--- config.mk ---
export PLATFORM = sky130hd
export DESIGN_NAME = apb_master
export DESIGN_NICKNAME = d
export VERILOG_FILES = /design/src/rtl/apb_master.sv
export SDC_FILE = /design/constraint.sdc
export NUM_CORES = 1
export LEC_CHECK = 0
export ABC_AREA = 1
export ABC_CLOCK_PERIOD_IN_PS = 2890
export BUFFER_PORTS_ARGS = -buffer_cell sky130_fd_sc_hd__buf_2
export CAP_MARGIN = 0
export CORE_MARGIN = 2
export CORE_UTILIZATION = 25
export CTS_CLUSTER_DIAMETER = 50
export DETAILED_ROUTE_END_ITERATION = 10
export PLACE_DENSITY_LB_ADDON = 0.05
export SYNTH_ARGS = -nofsm -noshare
export SYNTH_HDL_FRONTEND = slang
export SYNTH_SLANG_ARGS = --single-unit
--- constraint.sdc ---
create_clock -name p_clk -period 2.89 [get_ports p_clk]
set_input_delay 0.289 -clock p_clk [delete_from_list [all_inputs] [get_ports p_clk]]
set_output_delay 0.289 -clock p_clk [all_outputs]
set_load 0.05 [all_outputs]
--- src/rtl/apb_master.sv ---
// APB requester: single-beat commands over valid/ready, sequenced
// IDLE -> SETUP -> ACCESS, with back-to-back transfers and a wait timeout.
module apb_master #(
    parameter int A_WIDTH = 8,
    parameter int D_WIDTH = 8,
    parameter int TIMEOUT = 16
) (
    input  logic               p_clk,
    input  logic               p_rst,
    input  logic               cmd_valid,
    output logic               cmd_ready,
    input  logic               cmd_write,
    input  logic [A_WIDTH-1:0] cmd_addr,
    input  logic [D_WIDTH-1:0] cmd_wdata,
    output logic               rsp_valid,
    output logic [D_WIDTH-1:0] rsp_rdata,
    output logic               rsp_err,
    output logic               busy,
    output logic               p_sel,
    output logic               p_enable,
    output logic               p_write,
    output logic [A_WIDTH-1:0] p_addr,
    output logic [D_WIDTH-1:0] wr_data,
    input  logic [D_WIDTH-1:0] rd_data,
    input  logic               p_ready
);

    localparam int CW = (TIMEOUT > 0) ? $clog2(TIMEOUT + 1) : 1;
    localparam logic [CW-1:0] LAST = CW'((TIMEOUT > 0) ? TIMEOUT - 1 : 0);
    localparam logic [CW-1:0] CMAX = CW'(TIMEOUT);

    typedef enum logic [1:0] {
        S_IDLE,
        S_SETUP,
        S_ACCESS
    } state_t;

    state_t             r_state;
    state_t             w_next;
    logic [CW-1:0]      r_wait;
    logic               r_write;
    logic [A_WIDTH-1:0] r_addr;
    logic [D_WIDTH-1:0] r_wdata;
    logic               r_rsp_valid;
    logic               r_rsp_err;
    logic [D_WIDTH-1:0] r_rsp_rdata;
    logic               w_ready;
    logic               w_accept;
    logic               w_done;
    logic               w_abort;

    always_comb begin
        w_ready  = !p_rst && ((r_state == S_IDLE) ||
                              (r_state == S_ACCESS && p_ready));
        w_accept = cmd_valid && w_ready;
        w_done   = (r_state == S_ACCESS) && p_ready;
        // Abort fires on the last allowed wait cycle, never on a ready one.
        w_abort  = (TIMEOUT != 0) && (r_state == S_ACCESS) &&
                   !p_ready && (r_wait == LAST);
    end

    always_comb begin
        w_next = r_state;
        unique case (r_state)
            S_IDLE:   if (w_accept) w_next = S_SETUP;
            S_SETUP:  w_next = S_ACCESS;
            S_ACCESS: begin
                if (w_done)       w_next = w_accept ? S_SETUP : S_IDLE;
                else if (w_abort) w_next = S_IDLE;
            end
            default:  w_next = S_IDLE;
        endcase
    end

    always_ff @(posedge p_clk) begin
        if (p_rst) begin
            r_state <= S_IDLE;
        end else begin
            r_state <= w_next;
        end
    end

    always_ff @(posedge p_clk) begin
        if (p_rst) begin
            r_wait      <= '0;
            r_write     <= 1'b0;
            r_addr      <= '0;
            r_wdata     <= '0;
            r_rsp_valid <= 1'b0;
            r_rsp_err   <= 1'b0;
            r_rsp_rdata <= '0;
        end else begin
            if (w_accept) begin
                r_write <= cmd_write;
                r_addr  <= cmd_addr;
                r_wdata <= cmd_wdata;
            end
            if (r_state == S_SETUP) begin
                r_wait <= '0;
            end else if (r_state == S_ACCESS && !p_ready &&
                         TIMEOUT != 0 && r_wait != CMAX) begin
                r_wait <= r_wait + 1'b1;
            end
            r_rsp_valid <= w_done || w_abort;
            r_rsp_err   <= w_abort;
            r_rsp_rdata <= (w_done && !r_write) ? rd_data : '0;
        end
    end

    assign cmd_ready = w_ready;
    assign rsp_valid = r_rsp_valid;
    assign rsp_err   = r_rsp_err;
    assign rsp_rdata = r_rsp_rdata;
    assign busy      = (r_state != S_IDLE);
    assign p_sel     = (r_state != S_IDLE);
    assign p_enable  = (r_state == S_ACCESS);
    assign p_write   = r_write;
    assign p_addr    = r_addr;
    assign wr_data   = r_wdata;

endmodule

==> results_dict.tcl, run 1 <==
set metrics [dict create \
    ff_latch_area_um2 681 \
    clk_pin_slew_ps 70 \
    p_per_area_nw_per_um2 599 \
    path_max_fanout 4 \
    max-vdd-ir-drop_v 0.000233 \
    cp-start-kind "flop" \
    nets 261 \
    synth_edf_count 0 \
    drt_iter0_drc 34 \
    grt_max_degree 20 \
    syn_nets 199 \
    endpoint_kind "primary output" \
    synth_fa_ha_area_frac 0.0291 \
    drive_gt1_frac 0.304 \
    grt_overflow 0 \
    cap_violations 0 \
    yosys.area_share.xor_xnor 0 \
    synth_cells 167 \
    multiInputGateArea_um2 494 \
    min_period_over_period 0.559 \
    cpPeakStageDelay_ps 340 \
    dieWidth_um 75.8 \
    wl_met1_um 1360 \
    path_depth 5 \
    rows 26 \
    yosys-top-cells-count "nand2_1, dfxtp_1, nand3_1, inv_1, nor2_1" \
    routed_wirelength_um 2970 \
    cts_tree "done" \
    critical_path_buf_inv_count 2 \
    cts-root-buf "clkbuf_8" \
    hold_class "primary input to flop" \
    dr_wl_met3_um 155 \
    fmax_mhz 619 \
    synth_compound_area_frac 0.0388 \
    slew_violations 0 \
    regToRegEndpoint "r_state[1]$_SDFFE_PP0P_" \
    cts_setup_buffers 0 \
    post-route-drc-count 0 \
    chipHeight_um 75.8 \
    dieArea_um2 5740 \
    critical_path_arrival_ps 1330 \
    fin_tns_setup_ps 0 \
    routed-wl-met2_um 1430 \
    reg2reg_depth 7 \
    grt_usage 0.112 \
    worstPathRequired_ps 2600 \
    coreArea_um2 5040 \
    slowest_stage "dfxtp_1" \
    dr.pass1.iters 5 \
    critPathCapture "cmd_ready" \
    syn_to_final_growth_pct 34.5 \
    highest_layer "met4" \
    synth-simple-area-share 0.316 \
    setup_viol 0 \
    crit_chain "inv_1 > nor2_2 > nand2_1 > a21oi_1 > buf_2" \
    htree_levels 2 \
    clock_sinks 34 \
    synth_top_family_by_area "simple AND/OR/NAND/NOR gates" \
    antenna_cells 0 \
    place.gp.congestion 0.769 \
    rrSetupSlack_ps 1560 \
    skew_ps 3.92 \
    netlist.area_leader.share 0.528 \
    grt_pass1_vias 1123 \
    status "finished, final reports clean" \
    p_leak_nw 0.932 \
    tightestPinTransition_ps 387 \
    postCtsHoldBufs 0 \
    cts-buffers-inserted 5 \
    synthArstFlopShare 0 \
    dpl.hpwl_um 2210 \
    fin_crit_ps 1620 \
    clock_latency_ps 280 \
    synth_cell_types 16 \
    ant_nets 0 \
    synth_area_per_cell_um2 7.72 \
    synth_area_leaders "dfxtp_1, nand2_1, nand3_1" \
    fillCellCount 556 \
    viasPerCell 4.00 \
    grt_first_pass_wirelength_um 4870 \
    yosys_warnings 0 \
    wl_per_cell_um 9.90 \
    relSlewSlack 0.741 \
    synth_flop_cell "dfxtp_1" \
    antenna_found_initial 0 \
    synth_top_cell_by_area "dfxtp_1" \
    rsz0062_at_grt "no" \
    io_buffers 59 \
    post_cts_resized 0 \
    path_class "flop to primary output" \
    synth.mux.area_fraction 0 \
    cp_top_family "buffers and inverters" \
    synth.most_common_cell "nand2_1" \
    synth_seq_cells 34 \
    clock_path_buffers 2 \
    synth_area_um2 1290 \
    num_vias 1200 \
    start_util 0.256 \
    seq_area_frac_synth 0.528 \
    final_core_util 0.344 \
    hold_violations 0 \
    regToRegStartpoint "r_wait[1]$_SDFFE_PP0P_" \
    cp-startpoint "r_state[1]$_SDFFE_PP0P_" \
    io_pins 60 \
    p_total_w 0.00104 \
]
logic make-up after synthesis:
family          Yosys count
simple gates             95
flops                    34
compound gates           10
fa+ha+maj                 3
buf+inv                  25
worst min-delay path, cell delays in order:
cell and delay (ps):
buf_2 70, nand2_1 40, nand2_1 50
stage by stage:
stage                     worst slack, ps  hold slack (ps)  cells  cell area [µm²]
after floorplan                       799              358    167             1290
after global placement               1510              468    292             1640
after detailed placement             1470              459    292             1640
after CTS                            1250              191    300             1730
after global routing                 1170              195    300             1730
final                                1270              200    300             1730
layout make-up:
cell class              instances  share of cell area
multi-input cells             108               0.285
clock buffers                   7              0.0498
flip-flops and latches         34               0.393
inverters                      21              0.0484
repair buffers                 59               0.170
well taps                      70              0.0505
clock inverters                 1             0.00289
layout by cell type (no fill, tap or decap):
master    instances
inv_1            19
nand2_1          56
clkbuf_8          6
nand4_4           1
clkinv_2          1
nand4_1           1
ha_1              3
dfxtp_1          34
buf_2            59
a21oi_1           9
nor3_1            1
nand3_1          21
inv_4             2
clkbuf_1          1
o21ai_0           1
nor2_1           14
nor2_2            1
metal layers:
metal | vias up | track usage
li1 | 639 | -
met4 | 0 | 0.0409
met1 | 529 | 0.135
met3 | 4 | 0.0450
met2 | 28 | 0.181
met5 | - | 0
how the worst min path moves through the flow:
stage                                    endpoint  slack [ps]               startpoint  cells past startpoint
after CTS                 wr_data[2]$_SDFFE_PP0P_         190             cmd_wdata[2]                      3
final                      p_addr[5]$_SDFFE_PP0P_         200              cmd_addr[5]                      3
after global placement    wr_data[0]$_SDFFE_PP0P_         470  wr_data[0]$_SDFFE_PP0P_                      2
after detailed placement  wr_data[0]$_SDFFE_PP0P_         460  wr_data[0]$_SDFFE_PP0P_                      2
after floorplan           r_state[1]$_SDFFE_PP0P_         360                    p_rst                      1
after global routing      wr_data[2]$_SDFFE_PP0P_         190             cmd_wdata[2]                      3
where the power goes:
part	internal (W)	switching, W	leakage (nW)
clock	0.000192	0.000167	0.0482
combinational	0.0000439	0.000132	0.607
sequential	0.000490	0.0000121	0.278
total	0.000727	0.000311	0.932
registers in the layout, indices dropped and copies added, names as in the netlist:
| name | flops |
|---|---|
| r_state | 2 |
| rsp_err | 1 |
| p_write | 1 |
| rsp_valid | 1 |
| rsp_rdata | 8 |
| r_wait | 5 |
| p_addr | 8 |
| wr_data | 8 |
(Power assumes the default switching activity.)
==> run 2: changes to the inputs <==
ABC_CLOCK_PERIOD_IN_PS = 1300   (was 2890)
clock period = 1.3 ns   (was 2.89 ns; I/O delays follow)
==> results_dict.tcl, run 2 (synthesis gave the netlist of run 1 again) <==
set metrics [dict create \
    fin_crit_ps 1300 \
    critical_path_arrival_ps 1170 \
    place.gp.congestion 0.682 \
    cpPeakStageDelay_ps 370 \
    rrSetupSlack_ps 110 \
    p_total_w 0.00251 \
    viasPerCell 3.97 \
    coreArea_um2 5040 \
    routed-wl-met2_um 1480 \
    cap_violations 0 \
    grt_usage 0.111 \
    critical_path_buf_inv_count 2 \
    clock_path_buffers 2 \
    drt_iter0_drc 46 \
    dr.pass1.iters 4 \
    path_max_fanout 4 \
    cts-buffers-inserted 5 \
    skew_ps 8.60 \
    start_util 0.256 \
    wl_per_cell_um 9.61 \
    hold_violations 0 \
    ant_nets 0 \
    dieWidth_um 75.8 \
    worstPathRequired_ps 1170 \
    hold_class "primary input to flop" \
    io_buffers 59 \
    grt_pass1_vias 1060 \
    routed_wirelength_um 2940 \
    post-route-drc-count 0 \
    grt_first_pass_wirelength_um 4690 \
    wl_met1_um 1250 \
    endpoint_kind "primary output" \
    rows 26 \
    crit_chain "inv_4 > nor2_4 > nand2_4 > a21oi_4 > buf_6" \
    nets 267 \
    highest_layer "met4" \
    clock_sinks 34 \
    p_leak_nw 0.986 \
    rsz0062_at_grt "yes" \
    num_vias 1214 \
    chipHeight_um 75.8 \
    min_period_over_period 0.998 \
    path_class "flop to primary output" \
    tightestPinTransition_ps 260 \
    max-vdd-ir-drop_v 0.000492 \
    postCtsHoldBufs 0 \
    drive_gt1_frac 0.373 \
    clk_pin_slew_ps 80 \
    hold_ws_ps 32.9 \
    cp-startpoint "r_state[1]$_SDFFE_PP0P_" \
    cp-start-kind "flop" \
    dr_wl_met3_um 180 \
    slowest_stage "dfxtp_2" \
    cts_tree "done" \
    regToRegStartpoint "r_wait[0]$_SDFFE_PP0P_" \
    cp_top_family "flip-flops" \
    grt_max_degree 19 \
    antenna_found_initial 0 \
    status "finished, final reports clean" \
    setup_viol 0 \
    syn_to_final_growth_pct 44.7 \
    min_from "cmd_wdata[7]" \
    dpl.hpwl_um 2260 \
    fmax_mhz 770 \
    final_common_cell "buf_2" \
    slew_violations 0 \
    p_per_area_nw_per_um2 1340 \
    dieArea_um2 5740 \
    antenna_cells 0 \
    clock_latency_ps 280 \
    io_pins 60 \
    relSlewSlack 0.828 \
    grt_overflow 0 \
    cts-root-buf "clkbuf_8" \
    final_cell_mix "buf_2, nand2_1, dfxtp_1" \
    htree_levels 2 \
]
## run 2: changes by cell type in the layout (fill, tap and decap cells not counted), sizes merged
cell	previous run	this run
buf	59	65
bufinv	0	1
clkbuf	7	6
clkinv	1	0
clkinvlp	0	1
## run 2: final cells by class
type,count,area [µm²]
sequential,34,686
clock buffer,6,72.6
clock inverter,2,37.5
inverter,21,86.3
timing repair buffer,65,364
multi-input combinational,108,531
fill,551,3180
tap,70,87.6
## run 2: final timing paths
check                             to  depth (start not counted)
max                        cmd_ready                          5
max reg2reg  r_state[1]$_SDFFE_PP0P_                          7
min reg2reg  wr_data[7]$_SDFFE_PP0P_                          2
min          wr_data[7]$_SDFFE_PP0P_                          3
## run 2: where the power goes
part           total [W]  internal (W)  switching, W
combinational   0.000425      0.000122      0.000303
sequential       0.00112       0.00109     0.0000267
clock           0.000964      0.000572      0.000391
## run 2: what timing repair did
| action | 4_1_cts | 5_1_grt |
|---|---|---|
| setup buffers | 1 | 0 |
| resized for setup | 9 | 4 |
| pin swaps | 2 | 0 |
| setup endpoints to repair | 4 | 10 |
## run 2: worst reg2reg max path, delay by kind of cell (launching register included)
family / cells / cell delay [ps]
adders and majority gates: 2 / 350
AOI/OAI and AO/OA: 1 / 50
DFF: 1 / 370
buffers and inverters: 1 / 70
and+or+nand+nor: 3 / 250
## run 2: per-stage QoR
step / area (µm²) / setup TNS [ps] / setup WS, ps / instances / utilization
floorplan: 1310 / -8.52 / -8.52 / 167 / -
global placement: 1710 / -11.9 / -11.9 / 297 / 0.340
detailed placement: 1710 / -3.56 / -3.56 / 297 / 0.340
CTS: 1850 / -9.25 / -9.25 / 306 / 0.367
global route: 1860 / -50.2 / -50.2 / 306 / 0.370
finish: 1860 / 0 / 1.99 / 306 / 0.370
## run 2: metal layers
layer	vias up	global-route usage
met5	-	0
met4	0	0.0468
met3	5	0.0516
met2	27	0.179
met1	528	0.126
li1	654	-
